[config.mk]
export PLATFORM = sky130hd
export DESIGN_NAME = decoder_scan_seq
export DESIGN_NICKNAME = d
export VERILOG_FILES = /design/src/rtl/decoder_scan_seq.sv
export SDC_FILE = /design/constraint.sdc
export NUM_CORES = 1
export LEC_CHECK = 0
export CORE_MARGIN = 2
export CORE_UTILIZATION = 48
export DETAILED_ROUTE_END_ITERATION = 8
export GPL_ROUTABILITY_DRIVEN = 1
export PLACE_DENSITY_LB_ADDON = 0.05
export REMOVE_ABC_BUFFERS = 1
export SYNTH_ARGS = -nofsm -noshare
export SYNTH_HDL_FRONTEND = slang
export SYNTH_SLANG_ARGS = --single-unit
[constraint.sdc]
create_clock -name clk -period 2.5 [get_ports clk]
set_input_delay 0.5 -clock clk [delete_from_list [all_inputs] [get_ports clk]]
set_output_delay 0.5 -clock clk [all_outputs]
set_load 0.005 [all_outputs]
[src/rtl/decoder_scan_seq.sv]
// Registered N-to-2^N one-hot line selector with DIRECT (hold) and SCAN
// (auto-stepping, DWELL cycles per line) modes.
module decoder_scan_seq #(
  parameter int N     = 3,
  parameter int DWELL = 4
) (
  input  logic            clk,
  input  logic            rst,
  input  logic            En,
  input  logic            mode,
  input  logic            load,
  input  logic [N-1:0]    I,
  output logic [2**N-1:0] Y,
  output logic [N-1:0]    idx,
  output logic            busy,
  output logic            wrap
);

  localparam int OUTS = 2**N;
  localparam int DW   = $clog2(DWELL + 1);

  typedef enum logic [1:0] {
    IDLE = 2'd0,
    HOLD = 2'd1,
    SCAN = 2'd2
  } state_t;

  state_t            state_q, state_d;
  logic [N-1:0]      idx_q,   idx_d;
  logic [DW-1:0]     cnt_q,   cnt_d;
  logic [OUTS-1:0]   y_q,     y_d;
  logic              busy_q,  busy_d;
  logic              wrap_q,  wrap_d;
  logic [N-1:0]      idx_inc;

  function automatic logic [OUTS-1:0] one_hot(input logic [N-1:0] sel);
    logic [OUTS-1:0] v;
    v      = '0;
    v[sel] = 1'b1;
    return v;
  endfunction

  assign idx_inc = idx_q + N'(1);

  // Priority: En low > load > dwell step; idx survives a drop to IDLE.
  always_comb begin
    state_d = state_q;
    idx_d   = idx_q;
    cnt_d   = cnt_q;
    y_d     = y_q;
    busy_d  = busy_q;
    wrap_d  = 1'b0;
    if (!En) begin
      state_d = IDLE;
      y_d     = '0;
      busy_d  = 1'b0;
      cnt_d   = '0;
    end else if (load) begin
      idx_d   = I;
      cnt_d   = '0;
      y_d     = one_hot(I);
      state_d = mode ? SCAN : HOLD;
      busy_d  = mode;
    end else if (state_q == SCAN) begin
      if (cnt_q == DW'(DWELL - 1)) begin
        idx_d  = idx_inc;
        cnt_d  = '0;
        y_d    = one_hot(idx_inc);
        wrap_d = (idx_q == '1);
      end else begin
        cnt_d = cnt_q + DW'(1);
      end
    end
  end

  always_ff @(posedge clk or posedge rst) begin
    if (rst) begin
      state_q <= IDLE;
      idx_q   <= '0;
      cnt_q   <= '0;
      y_q     <= '0;
      busy_q  <= 1'b0;
      wrap_q  <= 1'b0;
    end else begin
      state_q <= state_d;
      idx_q   <= idx_d;
      cnt_q   <= cnt_d;
      y_q     <= y_d;
      busy_q  <= busy_d;
      wrap_q  <= wrap_d;
    end
  end

  assign Y    = y_q;
  assign idx  = idx_q;
  assign busy = busy_q;
  assign wrap = wrap_q;

endmodule

## Word-level counts from Yosys, hierarchy flattened

Cells that the tools add are included.

| storage, ports and cells | value |
|---|---|
| flip-flop bits (word level) | 18 |
| input port bits | 8 |

| cells by class | value |
|---|---|
| muxes and demuxes | 24 |
| reductions and logical operators | 6 |
| eq/ne operators | 6 |
| $lt $le $gt $ge | 4 |
| add/subtract/negate cells | 2 |

Operators with widths:

| cell | count |
|---|---|
| 8-bit two-way mux | 4 |
| 3-bit two-way mux | 7 |
| 3-bit by 4-bit < comparator with 1-bit output, second input constant | 2 |
| 1-bit two-way mux | 8 |
| 3-bit by 1-bit adder with 3-bit output, second input constant | 2 |
| 1-bit demux with 3-bit select | 2 |
| 3-bit by 1-bit >= comparator with 1-bit output, second input constant | 2 |
| 2-bit two-way mux | 3 |
| 3-bit by 1-bit != test with 1-bit output, second input constant | 2 |
| 2-bit nonzero test | 2 |
| 3-bit by 2-bit == test with 1-bit output, second input constant | 1 |
| 3-bit == test, second input constant | 1 |
| 3-bit AND reduction | 1 |
| 2-bit == test, second input constant | 1 |
| 1-bit logical AND | 2 |
| 2-bit by 1-bit != test with 1-bit output, second input constant | 1 |
| 2-bit AND reduction | 1 |

## Depth between registers and ports, before layout

| logic depth | value |
|---|---|
| depth after elaboration | 9 |
| depth in mapped cells | 5 |
| mapped depth without buffers | 5 |

## Worst setup path before layout

Ideal clock, no wire load.

| path | value |
|---|---|
| kind | flip-flop to flip-flop |
| from | register idx_q[0] (netlist: idx[0]) |
| to | register y_q[2] (netlist: Y[2]) |
| stages on the path, launching flop included | 6 |
| setup slack | 0.696 ns |
| arrival | 1.729 ns |
| setup time | 0.075 ns |
| path buffers | 0 |
| clock period less this slack | 1.804 ns |
| required time | 2.425 ns |
| cell sequence | dfrtp_1 > ha_1 > ha_1 > or3b_1 > a221o_1 > o2bb2ai_2 |

| on the way | value |
|---|---|
| word-level cells in the longest chain between the ends | 9 |
| elaborated cells between the ends (all ways) | 10 |
| those cells by class | add/sub: 1; order compare: 2; mux: 6; reduce/logical: 1 |

Ends and longest elaborated chain:

| element | RTL line | source |
|---|---|---|
| start, declared | 29 | `logic [N-1:0] idx_q, idx_d;` |
| start signal, assigned | 86 | `idx_q <= idx_d;` |
| 3-bit by 1-bit adder with 3-bit output * | 43 | `assign idx_inc = idx_q + N'(1);` |
| 3-bit by 4-bit < comparator with 1-bit output (implied by the code) or 3-bit by 1-bit >= comparator with 1-bit output (tied branches) | 39 | `v[sel] = 1'b1;` |
| 1-bit logical AND (implied by the code) | 39 |  |
| 1-bit two-way mux (implied by the code) | 39 |  |
| 1-bit demux with 3-bit select * | 39 |  |
| 8-bit two-way mux * | 65 | `if (cnt_q == DW'(DWELL - 1)) begin` |
| 8-bit two-way mux * | 64 | `end else if (state_q == SCAN) begin` |
| 8-bit two-way mux * | 58 | `end else if (load) begin` |
| 8-bit two-way mux * | 53 | `if (!En) begin` |
| end signal, assigned | 88 | `y_q <= y_d;` |
| end, declared | 31 | `logic [OUTS-1:0] y_q, y_d;` |

Every way passes the cells marked *; elsewhere a longest branch is shown, timed or not. The select of a mux whose other input is x is not followed.
A chain may end at the register's enable or synchronous reset.

## Final worst setup path

Ends and elaborated chain as after synthesis.

==> PnR_summary.wiki <==
{| class="wikitable"
! Metric !! Value
|-
| Seq/Total Area, Yosys || 46.7%
|-
| Met2 wire length || 873 um
|-
| Power per unit of standard cell area || 680 nW/um^2
|-
| Worst min-delay path startpoint || Y[0]$_DFFE_PP0P_
|-
| Maximum clock frequency || 0.518 GHz
|-
| Number of detailed-route iterations in the first pass || 4
|-
| Starting density of the core || 51.6%
|-
| Number of fill cells || 153
|-
| Number of global-route vias before repair || 757
|-
| Critical path class || reg -> reg
|-
| Post-route clock skew || 0.00486 ns
|-
| Hold Path Stages || 1
|-
| Placed wire-length estimate after detailed placement || 1400 um
|-
| Placed inst area || 1140 sq um
|-
| GRT Util Overall || 21.1%
|-
| Post-cts resize count || 0
|-
| Wire per inst || 14.7 um
|-
| DRC errors left || 0
|-
| Hold Path End || Y[0]$_DFFE_PP0P_
|-
| Required time reported for the critical path endpoint || 2.72 ns
|-
| Pin count of the biggest net entering global routing || 18
|-
| Iteration-0 DRC count of the detailed router || 4
|-
| Combined area of the multi-input logic cells || 450 sq um
|-
| Post-synthesis instance area || 911 sq um
|-
| Antenna violations before repair || 0
|-
| Category of the worst setup path capture point || register
|-
| Core Area || 1760 sq um
|-
| Worst setup slack for register-to-register paths || 0.57 ns
|-
| Endpoints failing hold || 0
|-
| Actual slew at the worst max-slew pin || 0.621 ns
|-
| Worst relative slew slack || 58.5%
|-
| Cells on worst reg2reg path || 5
|-
| Highest-count cells in the layout ignoring fill and taps || clkdlybuf4s50_1, dfrtp_1, o2bb2ai_1
|-
| Final setup violating endpoints || 0
|-
| Wire length of the first global-routing pass || 3380 um
|-
| Number of cells in the finished layout apart from fillers || 129
|-
| Design area || 1170 sq um
|-
| Net count, final || 117
|-
| Ant. Diodes || 0
|-
| Setup repair bufs after CTS || 0
|-
| Worst setup path startpoint || idx[0]$_DFFE_PP0P_
|-
| Fraction of layout cells with a size suffix above 1 || 11.5%
|-
| Met3 wirelength from detailed routing || 74 um
|-
| Number of storage elements in the synthesis netlist || 17
|-
| Setup crit start kind || register
|-
| Quantity of hold-fixing buffers added after cts || 0
|-
| Tmin final || 1.93 ns
|-
| Crit path max fanout || 6
|-
| Largest vdd supply drop || 0.430 mV
|-
| RSZ-0062 raised after global routing || false
|-
| Clock Sink Count || 17
|-
| Area overhead of the layout relative to synthesis || 28.3%
|-
| Horizontal die dimension || 47.6 um
|-
| Floorplan row count || 15
|-
| Maximum level of the CTS H-tree || 1
|-
| WP data arrival || 2.15 ns
|-
| Max-cap viol count || 0
|-
| Total clock buffers created by CTS || 3
|-
| Clock slew at the register clock pins of the worst setup and hold paths || 0.10 ns
|-
| LEAKAGE || 0.509 nW
|-
| Clock tree root driver cell || clkbuf_4
|-
| Fin Setup TNS || 0 ns
|-
| FF/Latch Area || 425 sq um
|-
| Post-route fraction of the period consumed by the critical path || 77.2%
|-
| Clk_lat worst skew || 0.28 ns
|-
| Final weighted congestion in routability-driven placement || 0.778
|-
| Vertical extent of the die || 47.6 um
|-
| Maximum number of buffers from clock root to sink || 2
|-
| Count of buffers from port buffering || 20
|-
| Synthesis Warnings || 0
|-
| Mean area per synthesized cell || 11.4 sq um
|-
| GRT Residual Overflow || 0
|-
| Slew Viols, Final || 0
|-
| Via count || 727
|-
| Highest metal layer used by the detailed router || met4
|-
| Boundary pin count || 21
|-
| Synthesized netlist cell count || 80
|-
| Status || complete, no violations
|-
| Unique cell type count in the Yosys netlist || 33
|-
| Inst Count DP || 125
|-
| Via count normalized by instance count || 5.64
|-
| Wl on met1 || 935 um
|-
| Post-detailed-route count of antenna-violating nets || 0
|-
| Clock tree from TritonCTS || done
|-
| Final wirelength || 1900 um
|-
| Crit Reg-Reg Endpoint || Y[2]$_DFFE_PP0P_
|-
| Die area || 2260 sq um
|-
| Commonest non-fill, non-tap cell in the layout || clkdlybuf4s50_1
|-
| R2R Path Start || idx[0]$_DFFE_PP0P_
|-
| Min-Delay Path Class || reg -> reg
|}
## Yosys cell counts
cell type,number,area share [%]
a21oi_1,4,2.2
a221o_1,1,1.1
a22oi_1,2,1.6
a31oi_1,3,2.1
a32oi_1,2,1.9
and2b_1,1,0.82
and3_1,1,0.69
and4_1,1,0.96
and4b_1,1,1.1
and4bb_1,1,1.4
buf_2,1,0.55
buf_4,1,0.82
buf_6,1,1.2
dfrtp_1,17,47
ha_1,4,5.5
inv_1,3,1.2
mux2_2,3,3.7
mux2_4,1,1.6
mux2i_1,2,2.2
nand2_1,1,0.41
nand2b_1,3,2.1
nand3_1,1,0.55
nand3b_1,1,0.82
nor2_1,4,1.6
nor2b_1,6,4.1
nor3_1,1,0.55
nor4b_1,1,0.96
o21ai_0,1,0.55
o21ai_1,1,0.55
o2bb2ai_1,7,6.7
o2bb2ai_2,1,1.6
or3b_1,1,0.96
xnor2_1,1,0.96
## layout make-up
class                   instances  share of cell area, %
clock inverters                 1                  0.428
flip-flops and latches         17                   36.4
well taps                      25                   2.68
repair buffers                 23                   19.1
inverters                       3                  0.964
clock buffers                   3                   1.93
multi-input cells              57                   38.5
## stage by stage
step | util, % | hold slack (ns) | setup slack [ns] | power [mW]
2_1_floorplan | - | 0.426 | 0.635 | 0.524
3_3_place_gp | 64.7 | 0.477 | 0.451 | 0.653
3_5_place_dp | 64.7 | 0.476 | 0.421 | 0.657
4_1_cts | 66.2 | 0.507 | 0.546 | 0.805
5_1_grt | 66.2 | 0.534 | 0.466 | 0.865
6_report | 66.2 | 0.499 | 0.570 | 0.795
## registers in the layout (all words and copies together), names as in the netlist
| signal | cells |
|---|---|
| Y | 8 |
| cnt_q | 3 |
| idx | 3 |
| state_q | 2 |
| wrap | 1 |
## where the power goes
| group | internal (mW) | total, mW | switching, mW |
|---|---|---|---|
| clock | 0.0593 | 0.145 | 0.0856 |
| sequential | 0.309 | 0.339 | 0.0296 |
| combinational | 0.175 | 0.311 | 0.136 |
| total | 0.544 | 0.795 | 0.251 |
## worst max path at each step
stage | endpoint | slack (ns) | cells past startpoint
floorplan | idx[1]$_DFFE_PP0P_ | 0.64 | 4
finish | Y[2]$_DFFE_PP0P_ | 0.57 | 5
detailed placement | Y[2]$_DFFE_PP0P_ | 0.42 | 5
CTS | Y[2]$_DFFE_PP0P_ | 0.55 | 5
global route | Y[2]$_DFFE_PP0P_ | 0.47 | 5
global placement | Y[2]$_DFFE_PP0P_ | 0.45 | 4
## metal layers
layer / GRT usage, % / vias to the layer above
met1: 29.8 / 357
met5: 0 / -
met4: 7.03 / 0
met3: 4.91 / 4
li1: - / 350
met2: 32.2 / 16
## kinds of logic after synthesis
logic type      share of synthesized area, %
compound gates                          18.4
xor+xnor                               0.962
fa+ha+maj                               5.49
buf+inv                                 3.85
flops                                   46.7
mux                                     7.55
simple gates                            17.0
## worst max-delay path: stages, from the launching register on
cell and delay, ns:
dfrtp_1 0.44, ha_1 0.25, ha_1 0.32, or3b_1 0.38
a221o_1 0.34, o2bb2ai_2 0.14
No activity file was read; power rests on OpenSTA's default activity.
